--- config.mk ---
export PLATFORM = sky130hd
export DESIGN_NAME = fib_sequencer_flat
export DESIGN_NICKNAME = d
export VERILOG_FILES = /design/src/rtl/fib_pkg.sv /design/src/rtl/fib_sequencer_if.sv /design/src/rtl/fib_step_div.sv /design/src/rtl/fib_sequencer.sv /design/src/flat_wrapper.sv
export SDC_FILE = /design/constraint.sdc
export NUM_CORES = 1
export LEC_CHECK = 0
export CAP_MARGIN = 20
export CORE_UTILIZATION = 46
export DETAILED_ROUTE_END_ITERATION = 10
export PLACE_DENSITY = 0.8
export REMOVE_ABC_BUFFERS = 1
export SYNTH_ARGS = -nofsm -noshare
export SYNTH_HDL_FRONTEND = slang
export SYNTH_HIERARCHICAL = 1
export SYNTH_SLANG_ARGS = --single-unit
export TNS_END_PERCENT = 5
--- constraint.sdc ---
create_clock -name wb_clk_i -period 3.7 [get_ports wb_clk_i]
set_input_delay 0.74 -clock wb_clk_i [delete_from_list [all_inputs] [get_ports wb_clk_i]]
set_output_delay 0.74 -clock wb_clk_i [all_outputs]
set_load 0.03 [all_outputs]
--- src/rtl/fib_pkg.sv ---
// Shared encodings for the Fibonacci sequencer: command opcodes and controller states.
package fib_pkg;

  typedef enum logic [1:0] {
    OP_CLEAR = 2'd0,
    OP_START = 2'd1,
    OP_STOP  = 2'd2,
    OP_STEP  = 2'd3
  } fib_op_e;

  typedef enum logic [1:0] {
    ST_IDLE = 2'd0,
    ST_RUN  = 2'd1,
    ST_HALT = 2'd2
  } fib_state_e;

endpackage

--- src/rtl/fib_sequencer_if.sv ---
// Command/status bundle between the Wishbone register block (master) and the sequencer (slave).
interface fib_sequencer_if #(
  parameter int unsigned WIDTH       = 30,
  parameter int unsigned CLOCK_WIDTH = 6,
  parameter int unsigned IDX_WIDTH   = 16
);
  import fib_pkg::*;

  logic                   cmd_valid;
  fib_op_e                cmd_op;
  logic [CLOCK_WIDTH-1:0] div_sel;
  logic [IDX_WIDTH-1:0]   target;
  logic                   irq_clr;

  logic [WIDTH-1:0]       fib_value;
  logic [IDX_WIDTH-1:0]   fib_index;
  logic                   busy;
  logic                   done;
  logic                   overflow;
  logic                   irq;

  modport master (
    output cmd_valid, cmd_op, div_sel, target, irq_clr,
    input  fib_value, fib_index, busy, done, overflow, irq
  );

  modport slave (
    input  cmd_valid, cmd_op, div_sel, target, irq_clr,
    output fib_value, fib_index, busy, done, overflow, irq
  );

endinterface

--- src/rtl/fib_step_div.sv ---
// Step-rate divider: one-cycle tick every 2^k cycles, k = lowest set bit of div_sel_i.
module fib_step_div #(
  parameter int unsigned CLOCK_WIDTH = 6
) (
  input  logic                   clk_i,
  input  logic                   reset,
  input  logic                   enable_i,
  input  logic                   clear_i,
  input  logic [CLOCK_WIDTH-1:0] div_sel_i,
  output logic                   tick_o
);

  logic [CLOCK_WIDTH-1:0] cnt_q, cnt_d;
  logic [CLOCK_WIDTH-1:0] last_cnt;
  logic                   sel_any;

  // Scan downward so the lowest set bit is the one that sticks.
  always_comb begin
    last_cnt = '0;
    for (int k = CLOCK_WIDTH - 1; k >= 0; k--) begin
      if (div_sel_i[k]) begin
        last_cnt = CLOCK_WIDTH'((32'd1 << k) - 32'd1);
      end
    end
  end

  assign sel_any = |div_sel_i;
  // >= so that shrinking the period below the current count ticks at once.
  assign tick_o  = enable_i && sel_any && (cnt_q >= last_cnt);

  always_comb begin
    cnt_d = cnt_q;
    if (clear_i) begin
      cnt_d = '0;
    end else if (enable_i && sel_any) begin
      cnt_d = tick_o ? '0 : cnt_q + 1'b1;
    end
  end

  always_ff @(posedge clk_i) begin
    if (reset) begin
      cnt_q <= '0;
    end else begin
      cnt_q <= cnt_d;
    end
  end

endmodule

--- src/rtl/fib_sequencer.sv ---
// Fibonacci controller: owns the (a, b) term pair and step index, sequences commands,
// paces steps via fib_step_div and halts on target or on term overflow.
module fib_sequencer
  import fib_pkg::*;
#(
  parameter int unsigned WIDTH       = 30,
  parameter int unsigned CLOCK_WIDTH = 6,
  parameter int unsigned IDX_WIDTH   = 16
) (
  input  logic             wb_clk_i,
  input  logic             reset,
  fib_sequencer_if.slave   bus
);

  fib_state_e           state_q, state_d;
  logic [WIDTH-1:0]     a_q, a_d;
  logic [WIDTH-1:0]     b_q, b_d;
  logic [IDX_WIDTH-1:0] idx_q, idx_d;
  logic                 done_q, done_d;
  logic                 ovf_q, ovf_d;
  logic                 ovf_pend_q, ovf_pend_d;
  logic                 irq_q, irq_d;

  logic [WIDTH:0]       sum;
  logic [IDX_WIDTH-1:0] idx_inc;
  logic                 do_step;
  logic                 halt_set;
  logic                 is_clear;
  logic                 div_clear;
  logic                 tick;

  assign is_clear  = bus.cmd_valid && (bus.cmd_op == OP_CLEAR);
  assign div_clear = is_clear || (bus.cmd_valid && (bus.cmd_op == OP_START) &&
                                  (state_q == ST_IDLE));

  fib_step_div #(
    .CLOCK_WIDTH (CLOCK_WIDTH)
  ) u_step_div (
    .clk_i     (wb_clk_i),
    .reset     (reset),
    .enable_i  (state_q == ST_RUN),
    .clear_i   (div_clear),
    .div_sel_i (bus.div_sel),
    .tick_o    (tick)
  );

  assign sum     = {1'b0, a_q} + {1'b0, b_q};
  assign idx_inc = idx_q + 1'b1;

  always_comb begin
    state_d    = state_q;
    a_d        = a_q;
    b_d        = b_q;
    idx_d      = idx_q;
    done_d     = done_q;
    ovf_d      = ovf_q;
    ovf_pend_d = ovf_pend_q;
    irq_d      = irq_q;
    do_step    = 1'b0;
    halt_set   = 1'b0;

    // Any command in a cycle swallows a coincident divider tick.
    if (bus.cmd_valid) begin
      unique case (bus.cmd_op)
        OP_CLEAR: begin
          state_d    = ST_IDLE;
          a_d        = '0;
          b_d        = WIDTH'(1);
          idx_d      = '0;
          done_d     = 1'b0;
          ovf_d      = 1'b0;
          ovf_pend_d = 1'b0;
        end
        OP_START: if (state_q == ST_IDLE) state_d = ST_RUN;
        OP_STOP:  if (state_q == ST_RUN)  state_d = ST_IDLE;
        OP_STEP:  do_step = (state_q == ST_IDLE);
        default: ;
      endcase
    end else if (tick) begin
      do_step = 1'b1;
    end

    if (do_step) begin
      if (ovf_pend_q) begin
        // b already wrapped on the previous step, so refuse to advance.
        ovf_d    = 1'b1;
        state_d  = ST_HALT;
        halt_set = 1'b1;
      end else begin
        a_d        = b_q;
        b_d        = sum[WIDTH-1:0];
        ovf_pend_d = sum[WIDTH];
        idx_d      = idx_inc;
        if ((bus.target != '0) && (idx_inc == bus.target)) begin
          done_d   = 1'b1;
          state_d  = ST_HALT;
          halt_set = 1'b1;
        end
      end
    end

    if (is_clear) begin
      irq_d = 1'b0;
    end else if (halt_set) begin
      irq_d = 1'b1;
    end else if (bus.irq_clr) begin
      irq_d = 1'b0;
    end
  end

  always_ff @(posedge wb_clk_i) begin
    if (reset) begin
      state_q    <= ST_IDLE;
      a_q        <= '0;
      b_q        <= WIDTH'(1);
      idx_q      <= '0;
      done_q     <= 1'b0;
      ovf_q      <= 1'b0;
      ovf_pend_q <= 1'b0;
      irq_q      <= 1'b0;
    end else begin
      state_q    <= state_d;
      a_q        <= a_d;
      b_q        <= b_d;
      idx_q      <= idx_d;
      done_q     <= done_d;
      ovf_q      <= ovf_d;
      ovf_pend_q <= ovf_pend_d;
      irq_q      <= irq_d;
    end
  end

  // Masked so status reads 0 throughout reset, even before the first edge.
  assign bus.fib_value = reset ? '0 : a_q;
  assign bus.fib_index = reset ? '0 : idx_q;
  assign bus.busy      = !reset && (state_q == ST_RUN);
  assign bus.done      = !reset && done_q;
  assign bus.overflow  = !reset && ovf_q;
  assign bus.irq       = !reset && irq_q;

endmodule

--- src/flat_wrapper.sv ---
// flat-port wrapper written by rule: the top's interface ports become plain ports
module fib_sequencer_flat import fib_pkg::*;
#(
  parameter int unsigned WIDTH       = 30,
  parameter int unsigned CLOCK_WIDTH = 6,
  parameter int unsigned IDX_WIDTH   = 16
)
  (wb_clk_i, reset, bus_cmd_valid, bus_cmd_op, bus_div_sel, bus_target, bus_irq_clr, bus_fib_value, bus_fib_index, bus_busy, bus_done, bus_overflow, bus_irq);
  fib_sequencer_if #(.WIDTH(WIDTH), .CLOCK_WIDTH(CLOCK_WIDTH), .IDX_WIDTH(IDX_WIDTH)) bus_i ();
  input  logic wb_clk_i;
  input  logic reset;
  input wire logic [$bits(bus_i.cmd_valid)-1:0] bus_cmd_valid;
  input wire logic [$bits(bus_i.cmd_op)-1:0] bus_cmd_op;
  input wire logic [$bits(bus_i.div_sel)-1:0] bus_div_sel;
  input wire logic [$bits(bus_i.target)-1:0] bus_target;
  input wire logic [$bits(bus_i.irq_clr)-1:0] bus_irq_clr;
  output wire logic [$bits(bus_i.fib_value)-1:0] bus_fib_value;
  output wire logic [$bits(bus_i.fib_index)-1:0] bus_fib_index;
  output wire logic [$bits(bus_i.busy)-1:0] bus_busy;
  output wire logic [$bits(bus_i.done)-1:0] bus_done;
  output wire logic [$bits(bus_i.overflow)-1:0] bus_overflow;
  output wire logic [$bits(bus_i.irq)-1:0] bus_irq;
  assign bus_i.cmd_valid = bus_cmd_valid;
  assign bus_i.cmd_op = bus_cmd_op;
  assign bus_i.div_sel = bus_div_sel;
  assign bus_i.target = bus_target;
  assign bus_i.irq_clr = bus_irq_clr;
  assign bus_fib_value = bus_i.fib_value;
  assign bus_fib_index = bus_i.fib_index;
  assign bus_busy = bus_i.busy;
  assign bus_done = bus_i.done;
  assign bus_overflow = bus_i.overflow;
  assign bus_irq = bus_i.irq;
  fib_sequencer #(.WIDTH(WIDTH), .CLOCK_WIDTH(CLOCK_WIDTH), .IDX_WIDTH(IDX_WIDTH)) u_core (.wb_clk_i(wb_clk_i), .reset(reset), .bus(bus_i));
endmodule
==> results by group <==
Run status
  – Status: finished, final reports clean

Timing
  – Worst hold slack: 0.4873 ns
  – RSZ-0062 raised after global routing: yes
  – Slew @ Worst Pin: 0.7542 ns
  – Fin crit period: 3.544 ns
  – Final period util: 95.78%
  – PnR worst setup slack: 0.1563 ns
  – Fin. max-slew vios: 0
  – Slew margin rel.: 49.33%
  – Final Hold Fails: 0
  – Final setup fails: 0
  – Peak Freq: 282.2 MHz
  – Final Skew: 0.009457 ns

Detailed routing
  – DR iter-0 viols: 459
  – # DRC: 0
  – Mean routed wirelength per cell: 14.89 um
  – Vias per Instance: 5.776
  – DR pass1 iterations: 7
  – DRT Wirelength: 14.86 mm
  – Antenna-violating nets left: 0
  – Vias after detailed routing: 5764

Floorplan
  – I/O Pins: 78
  – Die width: 115.1 um
  – Num rows: 40
  – Die Area: 13240 um^2
  – Die Y: 115.1 um
  – Starting Density: 48.15%
  – CORE AREA: 12210 um^2

Worst hold path
  – Hold Path End: u_core/b_q[25]$_SDFF_PP0_
  – Hold WC Path Type: register to register
  – Hold path depth: 2
  – Worst Min Path Start: u_core/b_q[25]$_SDFF_PP0_

Place
  – IO buf count: 77
  – DP Worst Slack: -0.3032 ns
  – DP HPWL: 10.89 mm
  – GP Congestion: 0.9629

Logic synthesis
  – Top_reg_cell synth: dfxtp_1
  – Cell variety after synth: 60
  – Ys Warns: 6
  – Async S/R FF share, synth: 0%
  – Compound-Gate Fraction of Synth Area: 25.37%
  – Post-synth EDFFs: 0
  – Post-Synth Adder-Cell Area: 8.215%
  – Largest family of logic cells by synthesized area: simple AND/OR/NAND/NOR gates
  – Netlist Area Pre-Place: 5879 um^2
  – Mean Syn Cell Area: 7.881 um^2
  – Seq cells post-synth: 88
  – Mapped Cells: 746
  – Seq/Total Area, Yosys: 29.96%
  – Simple-gate share of the synthesized area: 26.62%
  – Multiplexer share of the synthesized area: 0.5107%
  – Post-Synth XOR/XNOR Area: 6.108%

Clocking
  – Worst-skew pair later-pin latency: 0.34 ns
  – Cts bufs inserted: 9
  – # clock sinks: 88
  – CTS tree: yes
  – Root Buffer: clkbuf_16
  – H-tree depth: 3
  – PostCTS Resize Cnt: 0
  – Clock tree buffer depth: 2
  – Post-CTS setup buffer count: 0
  – Hold buffers post-CTS: 0
  – Clock Pin Slew Worst Setup and Hold Paths: 0.06 ns

Power and ir drop
  – VDD IR max: 0.0002080 V
  – Static leakage: 0.002807 uW
  – Pwr Density: 281.0 nW/um^2

Setup path
  – Reg-to-reg critical path endpoint: u_core/b_q[28]$_SDFF_PP0_
  – RR Startpoint: u_core/a_q[0]$_SDFF_PP0_
  – CP most frequent cell: or4_1
  – Worst Setup SP: bus_div_sel[2]
  – Worst Setup End Kind: register
  – Critical-path cell list: clkdlybuf4s50_1 -> or4_1 -> ha_1 -> and3_1 -> o31ai_4 -> nand2_2 -> and2_2 -> nor2b_2 -> a41o_1 -> nand2b_4 -> buf_6 -> or4_1 -> a21oi_1
  – R2R setup slack: 0.88 ns
  – CP max-delay cell: or4_1
  – Arrival time at the worst endpoint: 3.82 ns
  – CP Launch Type: primary input
  – Setup CP Type: primary input to register
  – Largest stage delay, worst path: 0.55 ns
  – Max FO, Critical Path: 18
  – R2R cell count: 9
  – Critical Path RT: 3.98 ns

Global routing
  – Gr usage total: 23.01%
  – Number of global-route vias before repair: 5360
  – Gr ovfl total: 0
  – First-pass GRT wire length: 24.83 mm
  – Initial antenna violation count: 0
  – Pin count of the biggest net entering global routing: 35

Layout
  – N_diodes: 0
  – Share of post-route cells with drive strength above 1: 8.072%
  – Synth-to-Final Area Change: 26.09%
  – Final net count: 891

Job
  – Max-Cap Viols: 0
==> through the flow <==
| stage | setup TNS (ns) | cells | util (%) | cell area (um^2) | total power, uW |
|---|---|---|---|---|---|
| final | 0 | 998 | 60.71 | 7413 | 2083 |
| after global placement | -6.454 | 982 | 57.89 | 7069 | 1177 |
| after CTS | 0 | 998 | 60.34 | 7368 | 2091 |
| after floorplan | -67.13 | 707 | - | 5728 | 1055 |
| after global routing | -0.01949 | 998 | 60.71 | 7413 | 2158 |
| after detailed placement | -12.68 | 982 | 57.89 | 7069 | 1181 |
==> metal layers <==
metal | vias to the layer above | track usage, % | wire, um
met2 | 176 | 38.03 | 6831
met5 | - | 0 | 0
met3 | 19 | 2.478 | 765
met4 | 0 | 8.658 | 273
met1 | 2688 | 30.91 | 6989
li1 | 2881 | - | -
==> state kept, by name, indices dropped and copies added, names as in the netlist <==
name and flops:
u_core/a_q 30, u_core/done_q 1, u_core/b_q 30, u_core/idx_q 16
u_core/ovf_pend_q 1, u_core/state_q 2, u_core/ovf_q 1, u_core/u_step_div/cnt_q 6
u_core/irq_q 1
==> placed cells by master, fill, tap and decap left out, types with 3 or more instances in the layout <==
| master | instances |
|---|---|
| o31ai_1 | 5 |
| o22ai_1 | 4 |
| clkbuf_16 | 9 |
| nand2b_1 | 8 |
| o21ai_0 | 51 |
| buf_4 | 19 |
| mux2i_1 | 3 |
| nand3_1 | 28 |
| o211ai_1 | 6 |
| xor2_1 | 18 |
| nor4_1 | 4 |
| nand2_1 | 67 |
| nand3b_1 | 6 |
| o21bai_1 | 5 |
| nand4_1 | 12 |
| and2_1 | 3 |
| clkdlybuf4s50_1 | 75 |
| dfxtp_1 | 88 |
| nor2_1 | 60 |
| o21a_1 | 3 |
| a31oi_1 | 13 |
| or3_1 | 6 |
| a21o_1 | 9 |
| and3_1 | 10 |
| nor2b_1 | 54 |
| nand4b_1 | 4 |
| a211oi_1 | 14 |
| nor3_1 | 14 |
| a22o_1 | 32 |
| a211oi_2 | 3 |
| buf_12 | 10 |
| a21oi_1 | 62 |
| xnor2_1 | 23 |
| ha_1 | 37 |
| inv_1 | 10 |
| or4_1 | 4 |
==> layout make-up <==
type	count	area, um^2
Clock inverter	5	56.30
Timing Repair Buffer	107	1122
Fill cell	1088	4798
Tap cell	168	210.2
Sequential cell	88	1762
Clock buffer	11	242.7
Inverter	10	37.54
Multi-Input combinational cell	609	3983
==> worst max-delay path: cells and delay by family <==
kind | cells | cell delay (ns)
simple gates | 7 | 1.72
buf+inv | 2 | 0.63
compound gates | 3 | 0.43
fa+ha+maj | 1 | 0.29
==> synthesized netlist by cell type (5+ instances only) <==
cell,number,area (um^2)
xnor2_1,23,201.4
o21bai_1,5,37.54
o211ai_1,6,45.04
or3_1,6,37.54
nor3_1,16,80.08
nor2b_1,55,344.1
a22o_1,32,280.3
nand3b_1,6,45.04
a31oi_1,13,81.33
and3_1,10,62.56
ha_1,37,462.9
nand2_1,67,251.5
a21o_1,9,67.56
nand4_1,12,75.07
inv_1,10,37.54
dfxtp_1,88,1762
a211oi_1,14,105.1
xor2_1,18,157.7
nand2b_1,9,56.30
a21oi_1,62,310.3
nor2_1,63,236.5
o31ai_1,5,37.54
o21ai_0,51,255.2
nand3_1,28,140.1
clkbuf_1,31,116.4
==> cell families (layout without fill, tap and decap cells) <==
| kind of cell | Yosys count | after routing |
|---|---|---|
| flops | 88 | 88 |
| mux | 3 | 3 |
| compound gates | 227 | 227 |
| xor+xnor | 41 | 41 |
| fa+ha+maj | 38 | 38 |
| buf+inv | 49 | 133 |
| simple gates | 300 | 300 |
==> worst max path at each step <==
stage / end / cells after the start
after floorplan: u_core/idx_q[12]$_SDFF_PP0_ / 13
after global placement: u_core/idx_q[13]$_SDFF_PP0_ / 15
after detailed placement: u_core/ovf_pend_q$_SDFF_PP0_ / 15
after CTS: u_core/ovf_pend_q$_SDFF_PP0_ / 15
after global routing: u_core/b_q[23]$_SDFF_PP0_ / 18
final: u_core/idx_q[5]$_SDFF_PP0_ / 13
==> where the power goes <==
part	total [uW]	internal (uW)	switching, uW
clock network	918	541	377
registers	954	950	3.48
logic	211	96.5	115
No activity file was read; power rests on OpenSTA's default activity.
